`src/rtl/ps2_host_tx.sv`:
```
// PS/2 host-to-device command transmitter: inhibit, request-to-send, 11-bit frame, device ACK.
// Optional transfer watchdog enabled by defining PS2_TX_TIMEOUT_EN.
module ps2_host_tx #(
  parameter int unsigned INHIBIT_CYCLES = 12000,
  parameter int unsigned TIMEOUT_CYCLES = 2000000,
  parameter int unsigned CNT_W          = 24
) (
  input  logic       clk,
  input  logic       rst_n,
  input  logic [7:0] tx_data,
  input  logic       tx_valid,
  output logic       tx_ready,
  output logic       tx_done,
  output logic       tx_err,
  input  logic       ps2_clk_in,
  input  logic       ps2_data_in,
  output logic       ps2_clk_oe,
  output logic       ps2_data_oe
);

  localparam logic [2:0] S_IDLE      = 3'd0;
  localparam logic [2:0] S_INHIBIT   = 3'd1;
  localparam logic [2:0] S_RTS       = 3'd2;
  localparam logic [2:0] S_SHIFT     = 3'd3;
  localparam logic [2:0] S_ACK       = 3'd4;
  localparam logic [2:0] S_WAIT_IDLE = 3'd5;

  localparam logic [CNT_W-1:0] INH_LAST = CNT_W'(INHIBIT_CYCLES - 1);
`ifdef PS2_TX_TIMEOUT_EN
  localparam logic [CNT_W-1:0] TMO_LAST = CNT_W'(TIMEOUT_CYCLES - 1);
`endif

  logic [2:0]       state;
  logic [CNT_W-1:0] cnt;
  logic [9:0]       shift;
  logic [3:0]       idx;
  logic             data_low;
  logic             ack_err;
  logic             idle_seen;
  logic             clk_s1, sync_clk, sync_clk_d;
  logic             data_s1, sync_data;
  logic             fall;

  // Synchronizers reset to the idle-high bus level so reset never fakes a falling edge.
  always_ff @(posedge clk or negedge rst_n) begin
    if (!rst_n) begin
      clk_s1     <= 1'b1;
      sync_clk   <= 1'b1;
      sync_clk_d <= 1'b1;
      data_s1    <= 1'b1;
      sync_data  <= 1'b1;
    end else begin
      clk_s1     <= ps2_clk_in;
      sync_clk   <= clk_s1;
      sync_clk_d <= sync_clk;
      data_s1    <= ps2_data_in;
      sync_data  <= data_s1;
    end
  end

  assign fall        = sync_clk_d & ~sync_clk;
  assign tx_ready    = (state == S_IDLE);
  assign ps2_clk_oe  = (state == S_INHIBIT) || (state == S_RTS);
  assign ps2_data_oe = (state == S_RTS) || ((state == S_SHIFT) && data_low);

  always_ff @(posedge clk or negedge rst_n) begin
    if (!rst_n) begin
      state     <= S_IDLE;
      cnt       <= '0;
      shift     <= '0;
      idx       <= '0;
      data_low  <= 1'b0;
      ack_err   <= 1'b0;
      idle_seen <= 1'b0;
      tx_done   <= 1'b0;
      tx_err    <= 1'b0;
    end else begin
      tx_done <= 1'b0;
      tx_err  <= 1'b0;
      case (state)
        S_IDLE: begin
          if (tx_valid) begin
            shift <= {1'b1, ~^tx_data, tx_data};
            cnt   <= '0;
            state <= S_INHIBIT;
          end
        end
        S_INHIBIT: begin
          if (cnt == INH_LAST) state <= S_RTS;
          if (cnt != '1) cnt <= cnt + 1'b1;
        end
        S_RTS: begin
          // Start bit stays asserted into SHIFT until the first device clock.
          data_low <= 1'b1;
          idx      <= '0;
          cnt      <= '0;
          state    <= S_SHIFT;
        end
        S_SHIFT: begin
          if (fall) begin
            data_low <= ~shift[0];
            shift    <= {1'b0, shift[9:1]};
            idx      <= idx + 1'b1;
            if (idx == 4'd9) state <= S_ACK;
          end
        end
        S_ACK: begin
          if (fall) begin
            ack_err   <= sync_data;
            idle_seen <= 1'b0;
            state     <= S_WAIT_IDLE;
          end
        end
        S_WAIT_IDLE: begin
          if (sync_clk && sync_data) begin
            idle_seen <= 1'b1;
            if (idle_seen) begin
              state   <= S_IDLE;
              tx_done <= ~ack_err;
              tx_err  <= ack_err;
            end
          end else begin
            idle_seen <= 1'b0;
          end
        end
        default: state <= S_IDLE;
      endcase
`ifdef PS2_TX_TIMEOUT_EN
      // Watchdog shares the cycle counter, cleared on SHIFT entry; it overrides any completion.
      if ((state == S_SHIFT) || (state == S_ACK) || (state == S_WAIT_IDLE)) begin
        if (cnt == TMO_LAST) begin
          state    <= S_IDLE;
          data_low <= 1'b0;
          tx_done  <= 1'b0;
          tx_err   <= 1'b1;
        end else begin
          cnt <= cnt + 1'b1;
        end
      end
`endif
    end
  end

endmodule

```
`config.mk`:
```
export PLATFORM = sky130hd
export DESIGN_NAME = ps2_host_tx
export DESIGN_NICKNAME = d
export VERILOG_FILES = /design/src/rtl/ps2_host_tx.sv
export SDC_FILE = /design/constraint.sdc
export NUM_CORES = 1
export LEC_CHECK = 0
export ABC_AREA = 1
export BUFFER_PORTS_ARGS = -buffer_cell sky130_fd_sc_hd__buf_4
export CORE_UTILIZATION = 35
export DETAILED_ROUTE_END_ITERATION = 8
export GPL_TIMING_DRIVEN = 0
export SYNTH_ARGS = -nofsm -noshare
export SYNTH_HDL_FRONTEND = slang
export SYNTH_SLANG_ARGS = --single-unit
```
`constraint.sdc`:
```
create_clock -name clk -period 4.49 [get_ports clk]
set_clock_uncertainty 0.2 [all_clocks]
set_input_delay 0.2245 -clock clk [delete_from_list [all_inputs] [get_ports clk]]
set_output_delay 0.2245 -clock clk [all_outputs]
set_load 0.02 [all_outputs]
```
==> Word level (Yosys, flattened, before mapping) <==
Index checks and enable logic that the tools add are counted.
{ "op_classes": {"add_sub_neg": 2, "mul": 0, "div": 0, "magnitude_cmp": 0, "n_eq_ne": 16, "shifts": 0, "muxes": 27, "bitwise": 4, "n_reduce_logical": 16} }
{ "ops": {"columns": ["operator", "count"], "rows": [
  ["case mux 24 bit (3 select lines)", 1],
  ["2-to-1 mux 24 bit", 2],
  ["adder 24 x 1 -> 24 bit, second input constant", 1],
  ["equality test 24 x 14 -> 1 bit, second input constant", 1],
  ["inequality test 24 bit, second input constant", 1],
  ["2-to-1 mux 3 bit", 7],
  ["2-to-1 mux 10 bit", 2],
  ["case mux 10 bit (2 select lines)", 1],
  ["case mux 3 bit (6 select lines)", 1],
  ["inequality test 2 bit, second input constant", 5],
  ["2-to-1 mux 1 bit", 9],
  ["case mux 4 bit (2 select lines)", 1],
  ["XNOR reduction 8 bit", 1],
  ["AND reduction 7 bit", 1],
  ["equality test 3 x 2 -> 1 bit, second input constant", 2],
  ["equality test 3 bit, second input constant", 2],
  ["inequality test 2 x 1 -> 1 bit, second input constant", 3],
  ["AND reduction 2 bit", 3],
  ["AND reduction 3 bit", 2],
  ["nonzero test 2 bit", 3],
  ["adder 4 x 1 -> 4 bit, second input constant", 1],
  ["equality test 4 bit, second input constant", 1],
  ["2-to-1 mux 4 bit", 1],
  ["case mux 1 bit (2 select lines)", 2],
  ["other kinds (7)", 11]
]} }
{ "word_totals": {"regBits": 51, "latchBits": 0, "ramBits": 0, "mem_bits_ro": 0, "inputBits": 13, "elab_cells": 79, "n_memories": 0} }

==> Depth between registers and ports, before layout <==
Gate-level depths: netlist (run 1).
{ "logic_depth": {"depth_word": 4, "mapped_depth": 10, "ltp_nobuf": 10} }

==> Worst setup path after synthesis (run 1) <==
Ideal clock, no wire load.
{ "synth_path": {"kind": "register to register", "from": "register state[1]", "to": "register cnt[15]", "t_arrival_ns": 1.449, "required_time_ns": 4.214, "slack_ns": 2.766, "stages_incl_launch_ff": 10, "path_buffers": 2, "cell_sequence": "dfrtp_1 > buf_6 > nor3_2 > nand2_1 > nand2_1 > inv_2 > nand2_4 > buf_6 > nand2_1 > o21ai_2"} }
{ "synth_via": {"elab_chain_cells": 3, "elab_cells_between_ends": 8, "classes_between": "4 x eq/ne; 1 x mux; 3 x reduce/logical"} }
{ "synth_lines": {"columns": ["item", "line", "rtl"], "rows": [
  ["start: declaration", "33", "logic [2:0] state;"],
  ["start signal: assignment", "68", "state <= S_IDLE;"],
  ["start signal: assignment", "85", "state <= S_INHIBIT;"],
  ["start signal: assignment", "89", "if (cnt == INH_LAST) state <= S_RTS;"],
  ["zero test 3 bit *", null, null],
  ["net tx_ready", "12", "output logic tx_ready,"],
  ["inequality test 2 bit (no line) / nonzero test 3 bit (equally long branches)", null, null],
  ["AND reduction 3 bit (no line)", null, null],
  ["end signal: assignment", "90", "if (cnt != '1) cnt <= cnt + 1'b1;"],
  ["end: declaration", "34", "logic [CNT_W-1:0] cnt;"]
]} }
Mark *: on every way through the listed nets, which the timed path passes. The rest lies on a longest branch.
A chain may end at the register's enable or synchronous reset.

==> Worst setup path in the final report (run 1) <==
{ "layout_path": {"from": "register state[1]", "to": "output port ps2_clk_oe"} }
{ "layout_via": {"elab_chain_cells": 2, "elab_cells_between_ends": 3, "classes_between": "2 x eq/ne; 1 x reduce/logical"} }
{ "layout_lines": {"columns": ["item", "line", "rtl"], "rows": [
  ["equality test 3 x 1 -> 1 bit / equality test 3 x 2 -> 1 bit (equally long branches)", "63", "assign ps2_clk_oe = (state == S_INHIBIT) || (state == S_RTS);"],
  ["logical OR 1 bit *", "63", null],
  ["end: declaration", "17", "output logic ps2_clk_oe,"]
]} }
Mark *: on every way between the ends. The rest lies on a longest branch, timed or not.

==> results of run 1 <==
[cell usage in the layout (no fill, tap or decap), types with 3 or more instances in the layout]
master,n
sky130_fd_sc_hd__o21ai_2,10
sky130_fd_sc_hd__nor3_1,5
sky130_fd_sc_hd__a31oi_1,8
sky130_fd_sc_hd__nand2_2,4
sky130_fd_sc_hd__xnor2_1,9
sky130_fd_sc_hd__a21oi_1,7
sky130_fd_sc_hd__nand3_1,29
sky130_fd_sc_hd__buf_6,4
sky130_fd_sc_hd__nand2_1,126
sky130_fd_sc_hd__ha_1,3
sky130_fd_sc_hd__nor2_1,50
sky130_fd_sc_hd__nor2_4,4
sky130_fd_sc_hd__nand4_1,6
sky130_fd_sc_hd__buf_4,19
sky130_fd_sc_hd__o21ai_1,6
sky130_fd_sc_hd__dfstp_2,5
sky130_fd_sc_hd__xor2_1,13
sky130_fd_sc_hd__o21ai_0,8
sky130_fd_sc_hd__dfrtp_1,46
sky130_fd_sc_hd__inv_2,4
sky130_fd_sc_hd__inv_1,31
sky130_fd_sc_hd__dlygate4sd3_1,8
sky130_fd_sc_hd__clkbuf_8,5
sky130_fd_sc_hd__nor2_2,3
[how the worst max path moves through the flow]
stage	to	slack, ps
final	ps2_clk_oe	2410
after global routing	ps2_clk_oe	2280
after CTS	ps2_clk_oe	2370
after detailed placement	cnt[20]	2580
after global placement	cnt[16]	2590
after floorplan	cnt[15]	2770
[flip-flops by register name, indices dropped and copies added, names as in the netlist]
register    flops
idle_seen       1
sync_clk        1
tx_err          1
data_s1         1
ack_err         1
cnt            24
data_low        1
sync_data       1
clk_s1          1
sync_clk_d      1
idx             4
shift          10
state           3
tx_done         1
[layer usage]
layer / up-vias / GRT usage
met3: 12 / 0.0247
met5: - / 0
met1: 1188 / 0.208
li1: 1327 / -
met2: 42 / 0.250
met4: 0 / 0.0535
[synthesized netlist by cell type]
master                       n  area [um2]
sky130_fd_sc_hd__buf_4       2        15.0
sky130_fd_sc_hd__nand2_2     4        25.0
sky130_fd_sc_hd__dfrtp_1    46        1150
sky130_fd_sc_hd__o21ai_1     6        30.0
sky130_fd_sc_hd__inv_2       4        15.0
sky130_fd_sc_hd__nor2_4      4        45.0
sky130_fd_sc_hd__nand3b_1    1        7.51
sky130_fd_sc_hd__nor2_1     50         188
sky130_fd_sc_hd__buf_6       4        45.0
sky130_fd_sc_hd__nor3_1      5        25.0
sky130_fd_sc_hd__dfstp_2     5         131
sky130_fd_sc_hd__o21ai_0     8        40.0
sky130_fd_sc_hd__nor3_2      1        10.0
sky130_fd_sc_hd__mux2_2      1        11.3
sky130_fd_sc_hd__nand2_4     2        22.5
sky130_fd_sc_hd__ha_1        3        37.5
sky130_fd_sc_hd__o22ai_1     1        6.26
sky130_fd_sc_hd__clkbuf_1    2        7.51
sky130_fd_sc_hd__a21oi_1     7        35.0
sky130_fd_sc_hd__nand3_4     2        35.0
sky130_fd_sc_hd__a31oi_1     8        50.1
sky130_fd_sc_hd__o21ai_2    10        87.6
sky130_fd_sc_hd__xor2_1     13         114
sky130_fd_sc_hd__nor2_2      3        18.8
sky130_fd_sc_hd__inv_1      31         116
sky130_fd_sc_hd__xnor2_1     9        78.8
sky130_fd_sc_hd__buf_2       1        5.00
sky130_fd_sc_hd__nor3_4      1        16.3
sky130_fd_sc_hd__nand3_1    29         145
sky130_fd_sc_hd__nand2_1   126         473
sky130_fd_sc_hd__nor3b_1     1        7.51
sky130_fd_sc_hd__nand3_2     1        10.0
sky130_fd_sc_hd__nand4_1     6        37.5
sky130_fd_sc_hd__a21o_2      1        8.76
[worst register-to-register path: cells and delay by family (launching register included)]
kind	cells	cell delay (ps)
DFF	1	430
adders and majority gates	1	230
and+or+nand+nor	6	590
AOI/OAI and AO/OA	1	440
[cells by family (layout without fill, tap and decap cells)]
group | after synthesis | count (layout)
adders and majority gates | 3 | 3
DFF | 51 | 51
and+or+nand+nor | 236 | 236
AOI/OAI and AO/OA | 41 | 41
buffers and inverters | 44 | 77
xor gates and xnor gates | 22 | 22
muxes | 1 | 1
[cell type report]
| class | count | area (um2) |
|---|---|---|
| fillers | 853 | 4830 |
| inverters | 35 | 131 |
| multi-input cells | 303 | 1570 |
| clock buffers | 5 | 68.8 |
| clock inverters | 3 | 46.3 |
| repair buffers | 25 | 208 |
| well taps | 105 | 131 |
| flip-flops and latches | 51 | 1280 |
| plain buffers | 9 | 72.6 |
[metrics by stage]
stage / setup WS, ps / hold slack, ps / cell area (um2) / total power (W)
final: 2410 / 7.99 / 3510 / 0.00156
after global routing: 2280 / 19.8 / 3510 / 0.00168
after CTS: 2370 / 6.09 / 3510 / 0.00158
after detailed placement: 2580 / 107 / 3310 / 0.00124
after global placement: 2590 / 103 / 3310 / 0.00122
after floorplan: 2770 / -271 / 3050 / 0.00107
[report_power, final]
part	total, W	switching [W]	internal, W
Combinational	0.000635	0.000408	0.000226
Sequential	0.000597	0.0000513	0.000546
Clock	0.000333	0.000165	0.000168
==> impl_metrics.csv, run 1 <==
group,metric,value,unit
setup_path,timing.critical_path.slowest_cell_delay,380,ps
setup_path,worstPathMaxFanout,10,
yosys,avgSynthCellArea,7.67,um2
cts,clkSlewWorstSetupHoldPaths,100,ps
cts,clk-insertion-delay-late,310,ps
sta,final_setup_violations,0,
yosys,synthDistinctLibCells,34,
placed_design,dp_cells,520,
drt,drcViolationCount,0,
yosys,synth-compound-area-share,0.0845,
yosys,share_of_cell_area_taken_by_muxes_after_synthesis,0.00369,
sta,final.period_utilization,0.463,
yosys,synth.ff_latch_count,51,
setup_path,critical_path_required,4070,ps
setup_path,r2r-start,"cnt[0]",
setup_path,r2r_setup_slack,2550,ps
cts,ctsHoldBuffers,8,
setup_path,critPathTopFamily,"buffers and inverters",
setup_path,critical_path_class,"flip-flop to output pin",
yosys,post_synth_instance_area,0.00305,mm2
placed_design,place.gp.congestion,0.881,
final_layout,instances_no_fill,536,
final_layout,layout_utilization,0.420,
sta,rsz_0062_raised_after_global_routing,"no",
yosys,syn_nets,414,
final_layout,syn2layout_area_growth,14.9,%
sta,transition_at_the_pin_with_the_smallest_max_transition_slack,661,ps
cts,cts_tree,"done",
drt,maxUsedRoutingLayer,"met4",
floorplan,die_x,95.4,um
cts,clock_tree.buffer_depth,2,
global_route,grt_start_max_net_pins,52,
yosys,dominant_combinational_cell_family_by_area_after_synthesis,"simple AND/OR/NAND/NOR gates",
global_route,grt_remaining_overflow,0,
final_layout,antenna-diode-count,0,
setup_path,wp_depth,5,
setup_path,setup.worst_path.end_class,"output pin",
drt,wl_met3,159,um
setup_path,worstPathCellList,"buf_6 -> nor3_4 -> inv_1 -> nand2_1 -> buf_4",
sta,final_worst_path_period_need,2080,ps
placed_design,detailedPlacementHpwl,4660,um
floorplan,initial_core_util,0.366,
cts,quantity_of_gates_resized_following_cts,0,
sta,slew_viol_final,0,
setup_path,worstSetupStartpoint,"state[1]",
drt,drtAntennaViolNets,0,
setup_path,worstPathArrival,1660,ps
drt,drt-pass1-iter-count,4,
setup_path,reg2reg_depth,8,
drt,route.layer.met1.wl,3060,um
placed_design,numPortBuffers,17,
pwr,power.density_cell_area,446,mW/mm2
global_route,antenna_found_initial,0,
yosys,yosys.area_share.simple,0.349,
drt,detail_route.wl_per_cell,11.9,um
cts,tritoncts_buffers,5,
floorplan,die_h,95.4,um
drt,viasPerCell,4.79,
yosys,synth_xor_area_frac,0.0631,
drt,met2RoutedLength,3050,um
setup_path,cp_slowest_cell,"sky130_fd_sc_hd__dfrtp_1",
drt,route.final.wire_length,6400,um
yosys,synth_fa_ha_area_frac,0.0123,
setup_path,worst_setup_path_start_kind,"flip-flop",
drt,first_iter_violations,109,
pwr,vdd_ir_drop_max,285,uV
drt,num_vias,2569,
global_route,globalRouteTotalUtil,0.154,
hold_path,min_delay_path_depth,3,
final_layout,layout.nets,446,
cts,clock_sink_count,51,
cts,clock-root-buffer,"sky130_fd_sc_hd__clkbuf_8",
cts,cts_post_setup_buffers_inserted,0,
hold_path,hp_start,"tx_data[3]",
cts,htreeDepth,2,
global_route,grt_pass1_vias,2408,
yosys,syn-instance-count,398,
flow_run,max_cap_violations,0,
hold_path,min_path_type,"primary input to flip-flop",
floorplan,std_cell_rows,33,
sta,max_freq,481,MHz
yosys,synth.yosys.warnings,0,
setup_path,critical_path.n_buffers_inverters,3,
hold_path,timing.hold.worst_endpoint,"shift[3]",
sta,slew_headroom,0.560,
setup_path,rr_endpoint,"cnt[21]",
pwr,static-leakage-power,1.53,nW
yosys,synth_sequential_area_ratio,0.420,
global_route,grt_first_pass_wirelength,11000,um
run_status,outcome,"complete, no violations",
sta,setup-tns-final,0,ps
sta,hold_violations,0,
final_layout,post_route_cells_drive_above_1_share,0.165,
floorplan,die_area,0.00910,mm2
floorplan,io-pin-count,18,
floorplan,core_region_area,0.00834,mm2
Note: power is estimated with default switching activity, not from simulation.
==> run 2, diff against run 1 <==
==> constraint.sdc (replaced) <==
create_clock -name clk -period 1.8 [get_ports clk]
set_clock_uncertainty 0.2 [all_clocks]
set_input_delay 0.09 -clock clk [delete_from_list [all_inputs] [get_ports clk]]
set_output_delay 0.09 -clock clk [all_outputs]
set_load 0.02 [all_outputs]
==> run 2 against run 1 <==
  * Flip-flop and latch count unchanged
  * Design area is 9.5% higher
  * Largest cell class unchanged
  * Highest routed layer unchanged
  * Register-to-register slack got worse by 2500 ps
  * Clock-buffer cell count stayed put
  * Critical endpoint is now cnt[14]
  * Clock power up 150%
  * Utilization rose by 4.0 points
==> impl_metrics.csv, run 2 (synthesis results as in run 1) <==
group,metric,value,unit
run_status,outcome,"complete, no violations",
pwr,combPwrFrac,0.469,
pwr,seq_power_share,0.341,
final_layout,antenna-diode-count,0,
sta,slew_headroom,0.560,
drt,drtAntennaViolNets,0,
placed_design,numPortBuffers,17,
sta,final.period_utilization,0.999,
drt,drt-pass1-iter-count,4,
cts,clk-insertion-delay-late,310,ps
final_layout,mostFrequentLayoutCells,"114 x sky130_fd_sc_hd__nand2_1, 45 x sky130_fd_sc_hd__dfrtp_1, 44 x sky130_fd_sc_hd__nor2_1, 33 x sky130_fd_sc_hd__buf_4, 29 x sky130_fd_sc_hd__nand3_1",
global_route,grt_pass1_vias,2443,
final_layout,layout.nets,469,
final_layout,final_cell_area,0.00384,mm2
sta,final_setup_violations,0,
floorplan,die_area,0.00910,mm2
final_layout,syn2layout_area_growth,25.8,%
setup_path,setup.worst_path.end_class,"flip-flop",
final_layout,num-fill-cells,829,
floorplan,die_x,95.4,um
drt,viasPerCell,4.79,
floorplan,die_h,95.4,um
cts,clock_tree.buffer_depth,2,
cts,tritoncts_buffers,5,
final_layout,largest_register_ffs,24,
drt,route.final.wire_length,6710,um
sta,timing.hold.ws,128,ps
sta,rsz_0062_raised_after_global_routing,"yes",
setup_path,worstPathMaxFanout,10,
global_route,globalRouteTotalUtil,0.156,
cts,clock_sink_count,51,
cts,clkSlewWorstSetupHoldPaths,110,ps
pwr,switchingPower,0.00173,W
placed_design,detailedPlacementHpwl,4660,um
sta,max_freq,556,MHz
floorplan,initial_core_util,0.366,
setup_path,worstPathArrival,1840,ps
global_route,grt_first_pass_wirelength,11100,um
setup_path,r2r-start,"state[1]",
placed_design,place.gp.congestion,0.881,
global_route,antenna_found_initial,0,
drt,maxUsedRoutingLayer,"met4",
sta,slew_viol_final,0,
pwr,clock_power_share,0.190,
pwr,internal_power,0.00264,W
setup_path,critical_path_class,"flip-flop to flip-flop",
drt,wl_met3,173,um
cts,clock-root-buffer,"sky130_fd_sc_hd__clkbuf_8",
final_layout,layout_utilization,0.460,
placed_design,dp_cells,520,
floorplan,std_cell_rows,33,
final_layout,sequential_standard_cell_area,0.00128,mm2
setup_path,worst_setup_path_start_kind,"flip-flop",
drt,num_vias,2679,
pwr,post-layout-total-power,0.00438,W
floorplan,core_region_area,0.00834,mm2
flow_run,max_cap_violations,0,
global_route,grt_remaining_overflow,0,
sta,final_worst_path_period_need,1800,ps
cts,cts_tree,"done",
pwr,vdd_ir_drop_max,792,uV
cts,htreeDepth,2,
hold_path,min_path_type,"primary input to asynchronous set/reset pin",
setup_path,critical_path_required,1840,ps
floorplan,io-pin-count,18,
sta,transition_at_the_pin_with_the_smallest_max_transition_slack,659,ps
final_layout,instances_no_fill,559,
sta,hold_violations,0,
pwr,static-leakage-power,1.69,nW
pwr,p_sw_frac,0.396,
final_layout,multi_input_comb_area,0.00167,mm2
global_route,grt_start_max_net_pins,52,
drt,first_iter_violations,157,
final_layout,final_common_cell,"sky130_fd_sc_hd__nand2_1",
drt,detail_route.wl_per_cell,12.0,um
drt,route.layer.met1.wl,3190,um
final_layout,post_route_cells_drive_above_1_share,0.262,
pwr,power.density_cell_area,1140,mW/mm2
drt,drcViolationCount,0,
final_layout,largest_registers,"cnt (24), shift (10), idx (4)",
setup_path,worstSetupStartpoint,"state[1]",
placed_design,postPlaceCellArea,0.00331,mm2
drt,met2RoutedLength,3250,um
final_layout,largest_register,"cnt",
## run 2: changes by cell type in the layout (fill, tap and decap cells not counted), sizes merged
cell | previous run | this run
buf | 24 | 42
dlygate4sd3 | 8 | 12
clkbuf | 7 | 8
## run 2: worst paths after layout
check / end / slack, ps / cells past startpoint
max: cnt[14] / 2 / 10
max in group asynchronous: shift[3] / 800 / 2
min: cnt[11] / 130 / 2
min in group clk: sync_clk / 160 / 0
max reg2reg: cnt[14] / 2 / 10
min reg2reg: sync_clk / 160 / 0
## run 2: layer usage
| layer | vias up | track usage |
|---|---|---|
| met5 | - | 0 |
| met4 | 0 | 0.0510 |
| met3 | 9 | 0.0239 |
| met2 | 33 | 0.257 |
| met1 | 1251 | 0.209 |
| li1 | 1386 | - |
## run 2: area by class of cell
cell class                 count  share of cell area
multi-input combinational    303               0.435
sequential                    51               0.334
timing repair buffer          48               0.109
inverter                      35              0.0349
tap                          105              0.0342
buffer                         9              0.0228
clock buffer                   5              0.0179
clock inverter                 3              0.0121
## run 2: repair_timing
action                                  CTS  global route
pin swaps                                 4            17
resized for setup                        11            39
hold buffers                             12             0
hold endpoints to repair                 57             0
cloned                                    0             3
endpoints found under the setup margin   29            38
buffers inserted                          7             9
## run 2: metrics by stage
stage | TNS [ps] | setup slack, ps
final | 0 | 1.52
after global routing | -1760 | -96.1
after CTS | -64.3 | -22.0
after detailed placement | -1970 | -114
after global placement | -1400 | -96.4
after floorplan | 0 | 75.6
## run 2: worst max-delay path, stage by stage (launching register included)
cell,delay (ps)
sky130_fd_sc_hd__dfrtp_1,380
sky130_fd_sc_hd__buf_6,140
sky130_fd_sc_hd__nor3_4,230
sky130_fd_sc_hd__buf_6,150
sky130_fd_sc_hd__nand2_2,60
sky130_fd_sc_hd__nor2_4,110
sky130_fd_sc_hd__nand2_4,90
sky130_fd_sc_hd__nand2_8,110
sky130_fd_sc_hd__clkbuf_16,150
sky130_fd_sc_hd__nand2_2,40
sky130_fd_sc_hd__o21ai_1,70
## run 2: power by group through the flow
stage	clock network [W]	logic [W]	registers, W
2_1_floorplan	0	0.00118	0.00148
3_3_place_gp	0	0.00155	0.00150
3_5_place_dp	0	0.00159	0.00151
4_1_cts	0.000858	0.00170	0.00149
5_1_grt	0.000898	0.00225	0.00152
6_report	0.000832	0.00205	0.00149
